File: config.mk
export PLATFORM = sky130hd
export DESIGN_NAME = param_ram
export DESIGN_NICKNAME = d
export VERILOG_FILES = /design/src/rtl/param_ram.sv
export SDC_FILE = /design/constraint.sdc
export NUM_CORES = 1
export LEC_CHECK = 0
export CORE_MARGIN = 4
export CORE_UTILIZATION = 45
export DETAILED_ROUTE_END_ITERATION = 8
export PLACE_DENSITY = 0.57
export SYNTH_ARGS = -nofsm -noshare
export SYNTH_HDL_FRONTEND = slang
export SYNTH_SLANG_ARGS = --single-unit
File: constraint.sdc
create_clock -name clk -period 5 [get_ports clk]
set_input_delay 0.5 -clock clk [delete_from_list [all_inputs] [get_ports clk]]
set_output_delay 0.5 -clock clk [all_outputs]
set_load 0.005 [all_outputs]
File: src/rtl/param_ram.sv
// Single-port synchronous RAM. After reset or a clr request, a built-in sweep writes zero to every word.
// Reads return after READ_LAT (1 or 2) edges with a one-cycle valid strobe; accesses raise err while busy.
module param_ram #(
   parameter int DATA_W   = 8,
   parameter int ADDR_W   = 6,
   parameter int READ_LAT = 1
) (
   input  logic              clk,
   input  logic              rst,
   input  logic              CS,
   input  logic              wr,
   input  logic [ADDR_W-1:0] address,
   input  logic [DATA_W-1:0] Di,
   input  logic              clr,
   output logic [DATA_W-1:0] Do,
   output logic              Do_valid,
   output logic              busy,
   output logic              err
);
   localparam int DEPTH = 2**ADDR_W;

   typedef enum logic {ST_CLEAR, ST_READY} state_t;

   state_t            state_q, state_d;
   logic [ADDR_W-1:0] cnt_q, cnt_d;
   logic              err_q, err_d;
   logic [DATA_W-1:0] mem [DEPTH];

   logic              busy_w, acc_ok, rd_en, mem_we;
   logic [ADDR_W-1:0] mem_addr;
   logic [DATA_W-1:0] mem_wdat;

   logic [DATA_W-1:0] rd1_dat_q;
   logic              rd1_vld_q;
   logic [DATA_W-1:0] out_dat;
   logic              out_vld;

   always_ff @(posedge clk or posedge rst) begin
      if (rst) begin
         state_q <= ST_CLEAR;
         cnt_q   <= '0;
         err_q   <= 1'b0;
      end else begin
         state_q <= state_d;
         cnt_q   <= cnt_d;
         err_q   <= err_d;
      end
   end

   // The counter wraps to zero on the final sweep write, so READY always holds it at 0.
   always_comb begin
      state_d = state_q;
      cnt_d   = cnt_q;
      case (state_q)
         ST_CLEAR: begin
            cnt_d = cnt_q + 1'b1;
            if (&cnt_q) state_d = ST_READY;
         end
         ST_READY: begin
            if (clr) begin
               state_d = ST_CLEAR;
               cnt_d   = '0;
            end
         end
         default: state_d = ST_CLEAR;
      endcase
   end

   always_comb begin
      busy_w   = (state_q == ST_CLEAR);
      acc_ok   = (state_q == ST_READY) && CS && !clr;
      rd_en    = acc_ok && !wr;
      mem_we   = busy_w || (acc_ok && wr);
      mem_addr = busy_w ? cnt_q : address;
      mem_wdat = busy_w ? '0 : Di;
      err_d    = busy_w && CS;
   end

   always_ff @(posedge clk) begin
      if (mem_we) mem[mem_addr] <= mem_wdat;
   end

   always_ff @(posedge clk or posedge rst) begin
      if (rst) begin
         rd1_vld_q <= 1'b0;
         rd1_dat_q <= '0;
      end else begin
         rd1_vld_q <= rd_en;
         rd1_dat_q <= rd_en ? mem[address] : '0;
      end
   end

   generate
      if (READ_LAT == 2) begin : g_lat2
         logic [DATA_W-1:0] rd2_dat_q;
         logic              rd2_vld_q;
         always_ff @(posedge clk or posedge rst) begin
            if (rst) begin
               rd2_vld_q <= 1'b0;
               rd2_dat_q <= '0;
            end else begin
               rd2_vld_q <= rd1_vld_q;
               rd2_dat_q <= rd1_dat_q;
            end
         end
         assign out_dat = rd2_dat_q;
         assign out_vld = rd2_vld_q;
      end else begin : g_lat1
         assign out_dat = rd1_dat_q;
         assign out_vld = rd1_vld_q;
      end
   endgenerate

   // Registered pipeline data is already zero when idle; the gate also keeps Do clean asynchronously.
   assign Do       = out_vld ? out_dat : '0;
   assign Do_valid = out_vld;
   assign busy     = busy_w;
   assign err      = err_q;
endmodule

Word-level counts from Yosys, hierarchy flattened --
Memory sizes are Yosys's and may differ from the RTL's. Index checks and enable logic that the tools add are counted.
Cells by class: mux-type cells 11, add/sub/neg operators 1, equality and inequality tests 1, bitwise operators 1, reductions and logical operators 9
Operators with widths (number):
- 2-to-1 mux 8 bit | 3
- 2-to-1 mux 6 bit | 2
- one-hot mux 6 bit (2 select lines) | 1
- adder 6 x 1 -> 6 bit (second input constant) | 1
- AND reduction 6 bit | 1
- logical AND 1 bit | 5
- 2-to-1 mux 1 bit | 4
- logical NOT 1 bit | 2
- != test 2 bit (second input constant) | 1
- one-hot mux 1 bit (2 select lines) | 1
- logical OR 1 bit | 1
- NOT 1 bit | 1
Storage, ports and cells: memories kept 1, memory bits (writable) 512, output and inout bits 11, bits in registers 17
Memories:
- mem | words 64, width 8, read ports 1, clocked after Yosys merged registers in 0, write ports 1, line 27 | logic [DATA_W-1:0] mem [DEPTH];

Longest topological paths before layout --
Gate-level depths: netlist of run 1.
depth in word-level cells 6, mapped depth 9

Least setup slack after synthesis of run 1 --
No wires, ideal clock.
kind input-to-reg, start input address[1], end memory mem[23][0] (enable), slack 2568 ps, cell stages on the path 8, path buffers 4, arrival time 2062 ps, path through buf_2 > buf_4 > buf_6 > buf_4 > nand2_1 > o32ai_1 > nand2_1 > nor2_1
Between the ends: longest elaborated chain between the ends 1
RTL lines:
- start: declaration | line 12 | input logic [ADDR_W-1:0] address,
- 2-to-1 mux 6 bit | line 74 | mem_addr = busy_w ? cnt_q : address;
- end: declaration | line 27
Every way passes these cells.

Worst setup path after layout of run 1 --
start register state_q, end memory mem[44][0] (enable)
Between the ends: longest elaborated chain between the ends 6, elaborated cells between the ends (all ways) 8
RTL lines:
- start: declaration | line 24 | state_t state_q, state_d;
- start signal: assignment | line 44 | state_q <= state_d;
- logical AND 1 bit (2 in a row) | line 71 | acc_ok = (state_q == ST_READY) && CS && !clr;
- logical AND 1 bit | line 73 | mem_we = busy_w || (acc_ok && wr);
- logical OR 1 bit | line 73
- 2-to-1 mux 1 bit | line 80 | if (mem_we) mem[mem_addr] <= mem_wdat;
- 2-to-1 mux 1 bit (not written as such) | line 80
Parallel ways exist; a longest one is shown, timed or not.

==> flow_summary.yaml, run 1 <==
status:
  status: "complete, no violations"
setup_path:
  path_max_fanout: 32
  path_delay_family: "simple AND/OR/NAND/NOR gates"
  crit-reg2reg-launch: "state_q"
  end_kind: "register"
  worstSetupStartpoint: "state_q"
  path_buf_inv: 0
  cp.required_ns: 5.21
  cp.arrival_ns: 3.74
  ff2ff_setup_slack_ns: 1.47
  worstPathCellList: "nor2b_1 > nand3_1 > o22ai_1 > nand2_1 > nor2_1"
  cp.depth: 5
  cp-endpoint: "mem[44][0]"
  cp_slowest_cell: "dfrtp_1"
  critPathLaunchType: "register"
  crit_type: "register to register"
  reg2regPathDepth: 5
  r2r-end: "mem[44][0]"
  cpPeakStageDelay_ns: 0.96
cells_and_area:
  nFillCells: 3660
  drive_above_1_share_pct: 19.7
  multiInputGateArea_mm2: 0.00465
  stdcell_area_mm2: 0.0232
  final-seq-area_mm2: 0.0158
  antennaDiodeCount: 0
  nets: 1081
  syn_to_final_growth_pct: 11.9
logic_synthesis:
  async_reset_ff_share_pct: 3.21
  synth_nets: 1040
  synth_edf_count: 512
  postSynthCellCount: 1020
  synth_common_cells: "512 x edfxtp_1, 119 x mux4_2, 77 x nor2_1, 57 x nand2_1, 30 x mux2i_1"
  yosys.area.top_type: "edfxtp_1"
  synth-compound-area-share_pct: 2.61
  synth_cell_types: 47
  yosys-top-cells-area: "edfxtp_1 74%, mux4_2 13%, dfrtp_1 2.0%"
  syn_area_mm2: 0.0208
  synth_top_family_by_area: "multiplexers"
  ys_seq_area_share_pct: 76.0
  synthAdderAreaFrac_pct: 0.0602
  synth_top_area_share_pct: 74.0
  yosys_warnings: 0
  synthFlopType: "edfxtp_1"
  ys_ff_latch: 529
  synth.most_common_cell: "edfxtp_1"
  synth_mux_area_share_pct: 15.3
  synthSimpleGateAreaFrac_pct: 4.25
  avgSynthCellArea_um2: 20.4
  synthXorXnorAreaFrac_pct: 0.0422
routing:
  drt-total-wl_mm: 51.1
  vias: 10200
  wl_per_cell_um: 30.0
  vias_per_cell: 6.01
  drt_first_pass_iters: 5
  drc: 0
  final_antenna_net_count: 0
  drt_iter0_drc: 1190
cts:
  cts-resized-gates: 0
  cts_buffers: 54
  cts_setup_buffers: 0
  clock-root-buffer: "clkbuf_16"
  htree_levels: 2
  cts_hold_buffers: 0
  clkSinkCount: 529
  clkTransAtPathRegs_ns: 0.07
  cts_tree: "done"
  clock_latency_ns: 0.60
  clockBufferDepth: 3
power_and_ir_drop:
  power_density_mw_per_mm2: 438
  finalPower_uw: 10200
  p_leak_uw: 0.00741
  irDropWorstVdd_mv: 0.290
sta:
  max_slew_margin_pct: 33.1
  fin_crit_ns: 3.53
  final-setup-viol-count: 0
  fin_skew_ns: 0.0171
  final-hold-violation-count: 0
  rsz0062_at_grt: "false"
  tns_ns: 0
  slew_violations: 0
  fin_crit_sh_pct: 70.6
  max_freq_ghz: 0.283
  worstMarginPinSlew_ns: 0.999
grt:
  grt_pass1_wl_mm: 74.8
  grt_util_all_layers_pct: 20.7
  grt_start_max_net_pins: 78
  gr-total-overflow: 0
  first_global_vias: 10400
  antenna_found_initial: 1
floorplan:
  pin_count: 30
  die_area_mm2: 0.0497
  fp.coreArea_mm2: 0.0455
  rows: 78
  die_h_um: 223
  start_util_pct: 45.7
  die_w_um: 223
placed_design:
  gp_congestion: 0.896
  io_buffers: 29
  post-dp-hpwl_mm: 30.6
  dpl_cell_area_mm2: 0.0216
hold_path:
  hold_path.class: "input pin to asynchronous set/reset pin"
job:
  cap_viol_max_count: 0
## where the power goes
group | switching (µW) | internal [µW] | total (µW)
logic | 755 | 303 | 1060
clock network | 1670 | 2180 | 3840
registers | 104 | 5180 | 5280
total | 2530 | 7660 | 10200
## how the worst min path moves through the flow
stage / slack (ns) / endpoint / startpoint / cells past startpoint
after global routing: 0.40 / cnt_q[3] / rst / 2
after CTS: 0.34 / cnt_q[3] / rst / 2
final: 0.35 / out_dat[0] / rst / 2
after floorplan: 0.43 / Do_valid / rst / 1
after detailed placement: 0.54 / cnt_q[5] / cnt_q[5] / 1
after global placement: 0.56 / cnt_q[5] / cnt_q[5] / 1
## logic make-up (layout without fill, tap and decap cells)
| family | Yosys count | count (layout) |
|---|---|---|
| multiplexers | 159 | 159 |
| XOR/XNOR | 1 | 1 |
| adder cells (fa/ha/maj) | 1 | 1 |
| AO/OA/AOI/OAI | 75 | 75 |
| flip-flops | 529 | 529 |
| buffers and inverters | 56 | 139 |
| AND/OR/NAND/NOR | 199 | 199 |
## routing by layer
metal  track usage (%)  up-vias  part of all wire (%)  wire (µm)
met5                 0        -                     0          0
met4              6.18        0                   3.2       1620
met3              4.09       91                   6.3       3240
met2              32.4      388                    48      24400
met1              30.2     5474                    43      21800
li1                  -     4289                     -          -
## registers in the layout, indices dropped and copies added, names as in the netlist
name,cells
Do_valid,1
state_q,1
out_dat,8
err,1
cnt_q,6
mem,512
## layout by cell type, fill, tap and decap left out, types with 3 or more instances in the layout
cell	count
o22ai_1	7
mux4_1	6
inv_1	5
a221oi_1	4
mux2i_1	30
o21ai_0	15
a31oi_1	6
buf_4	4
bufinv_16	3
nor2b_1	9
clkinv_2	5
nor2_1	77
clkinv_4	3
and2_4	8
clkbuf_1	14
dfrtp_1	17
clkbuf_16	55
o32ai_1	5
and2_1	10
clkdlybuf4s50_1	26
mux4_2	119
o31ai_1	3
a22oi_1	12
nand2b_1	4
clkinv_1	11
clkinvlp_4	4
nand2_1	57
a32o_1	6
mux2_2	4
nand3_1	27
a32oi_1	5
edfxtp_1	512
inv_6	3
## layout make-up
type,count,share of cell area (%)
tap,600,3.23
clock buffer,69,6.15
multi-input combinational,435,20.0
sequential,529,68.0
clock inverter,29,1.03
inverter,7,0.113
timing repair buffer,34,1.52
## worst register-to-register path, delay by kind of cell (launching register included)
family          cells  cell delay, ns
simple gates        4            1.93
flops               1            0.96
compound gates      1            0.27
## metrics by stage
step           setup slack, ns  hold slack [ns]  utilization (%)  cells
2_1_floorplan             2.57            0.426                -   1020
3_3_place_gp              1.52            0.558             47.4   1605
3_5_place_dp              1.49            0.542             47.4   1605
4_1_cts                   1.51            0.337             51.1   1703
5_1_grt                   1.22            0.404             51.1   1703
6_report                  1.47            0.347             51.1   1703
Power figures use the tool's default switching activity.
==> inputs of run 2 (changes only) <==
clock period = 3.3 ns   (was 5 ns; I/O delays follow)
==> run 2 against run 1 <==
Count of clock-buffer cells in the layout grew 2. Sequential share of layout area shrank 2.6 points. Sequential power grew 51%. Power grew 55%. Final cell count grew 6.0%. First-iteration DRC count grew 2.4%. Design area grew 3.9%. Fmax grew 42%. Critical endpoint is now out_dat[5]. Highest routed layer unchanged.
==> flow_summary.yaml, run 2 (synthesized netlist as in run 1, its figures left out) <==
setup_path:
  cp.required_ns: 3.81
  reg2regPathDepth: 6
  crit-reg2reg-launch: "state_q"
  r2r-end: "out_dat[5]"
  ff2ff_setup_slack_ns: 0.82
  cp.arrival_ns: 2.99
  path_delay_family: "simple AND/OR/NAND/NOR gates"
  cpPeakStageDelay_ns: 0.46
  cp_slowest_cell: "nor2b_1"
  worstPathCellList: "buf_4 > and4bb_2 > nor2b_1 > o21ai_0 > a221oi_1 > a32o_1"
  crit_type: "register to register"
  path_buf_inv: 1
  end_kind: "register"
  critPathLaunchType: "register"
  path_max_fanout: 31
hold_path:
  hold_path.class: "input pin to asynchronous set/reset pin"
cts:
  clock_latency_ns: 0.60
  cts_hold_buffers: 0
  htree_levels: 2
  cts-resized-gates: 0
  cts_tree: "done"
  clockBufferDepth: 3
  cts_buffers: 54
  cts_setup_buffers: 0
  clock-root-buffer: "clkbuf_16"
  clkTransAtPathRegs_ns: 0.06
  clkSinkCount: 529
floorplan:
  rows: 78
  die_h_um: 223
  fp.coreArea_mm2: 0.0455
  pin_count: 30
  start_util_pct: 45.7
  die_w_um: 223
  die_area_mm2: 0.0497
power_and_ir_drop:
  sw_frac_of_total_pct: 23.8
  clockPowerShare_pct: 38.2
  finalPower_uw: 15700
  power_frac_comb_pct: 11.2
  irDropWorstVdd_mv: 0.363
  power.internal_uw: 12000
  p_leak_uw: 0.00803
  power_density_mw_per_mm2: 652
  power_frac_seq_pct: 50.7
  p_switching_uw: 3760
sta:
  max_freq_ghz: 0.403
  max_slew_margin_pct: 47.4
  final-hold-violation-count: 0
  fin_skew_ns: 0.0242
  worstMarginPinSlew_ns: 0.789
  fin_crit_sh_pct: 75.2
  hold_ws_ns: 0.186
  final-setup-viol-count: 0
  rsz0062_at_grt: "false"
  fin_crit_ns: 2.48
  slew_violations: 0
  worst_slack_ns: 0.818
  tns_ns: 0
cells_and_area:
  antennaDiodeCount: 0
  nets: 1184
  layout_common_cells: "512 x edfxtp_1, 119 x mux4_2, 101 x buf_4, 77 x nor2_1, 57 x nand2_1"
  largest_reg_flops: 512
  fin_util_pct: 53.1
  drive_above_1_share_pct: 26.6
  final_common_cell: "edfxtp_1"
  top_register: "mem"
  syn_to_final_growth_pct: 16.3
placed_design:
  post-dp-hpwl_mm: 32.9
  gp_congestion: 0.892
  place_ws_ns: 0.608
  io_buffers: 29
grt:
  gr-total-overflow: 0
  first_global_vias: 10800
  grt_util_all_layers_pct: 20.8
  antenna_found_initial: 1
  grt_pass1_wl_mm: 75.7
  grt_start_max_net_pins: 65
routing:
  final_antenna_net_count: 0
  vias: 10500
  drt-total-wl_mm: 51.1
  drt_first_pass_iters: 5
  drc: 0
  wl_per_cell_um: 28.3
  route.met2.wl_mm: 24.3
  wl_met3_mm: 3.25
  wl_met1_mm: 22.4
  vias_per_cell: 5.83
  top_layer: "met4"
  drt_iter0_drc: 1219
status:
  status: "complete, no violations"
job:
  cap_viol_max_count: 0
[run 2: cell count changes in the layout (fill, tap and decap cells not counted), sizes merged]
cell	before	now
buf	8	111
clkinvlp	4	0
bufinv	3	6
clkbuf	69	71
inv	10	9
[run 2: metrics by stage]
stage	std cells	instance area [µm²]
2_1_floorplan	1020	20800
3_3_place_gp	1708	22400
3_5_place_dp	1708	22400
4_1_cts	1806	24200
5_1_grt	1806	24200
6_report	1806	24200
[run 2: how the worst max path moves through the flow]
stage | from | end | cells past startpoint
2_1_floorplan | state_q | mem[0][0] | 4
3_3_place_gp | clr | mem[31][1] | 8
3_5_place_dp | clr | mem[31][6] | 8
4_1_cts | state_q | mem[31][4] | 6
5_1_grt | state_q | mem[31][6] | 6
6_report | state_q | out_dat[5] | 6
[run 2: power by group through the flow]
stage	combinational [µW]	clock, µW	sequential (µW)
after global routing	1880	6420	8010
after CTS	1770	6140	7980
after detailed placement	1770	0	8120
after floorplan	1010	0	8060
after global placement	1750	0	8110
final	1760	6010	7980
[run 2: layout make-up]
cell class | instances | area, µm²
fill | 3649 | 21300
tap | 600 | 751
clock inverter | 27 | 280
clock buffer | 71 | 1460
inverter | 7 | 26.3
timing repair buffer | 137 | 1200
multi-input combinational | 435 | 4640
sequential | 529 | 15800
[run 2: per-layer routing]
layer / vias to the layer above / track usage [%]
met4: 0 / 5.89
met2: 376 / 32.4
met5: - / 0
met1: 5585 / 30.5
met3: 78 / 3.95
li1: 4486 / -
[run 2: worst register-to-register path, delay by kind of cell (launching register included)]
kind / cells / cell delay, ns
buffers and inverters: 1 / 0.30
DFF: 1 / 0.35
AOI/OAI and AO/OA: 3 / 0.87
and+or+nand+nor: 2 / 0.87
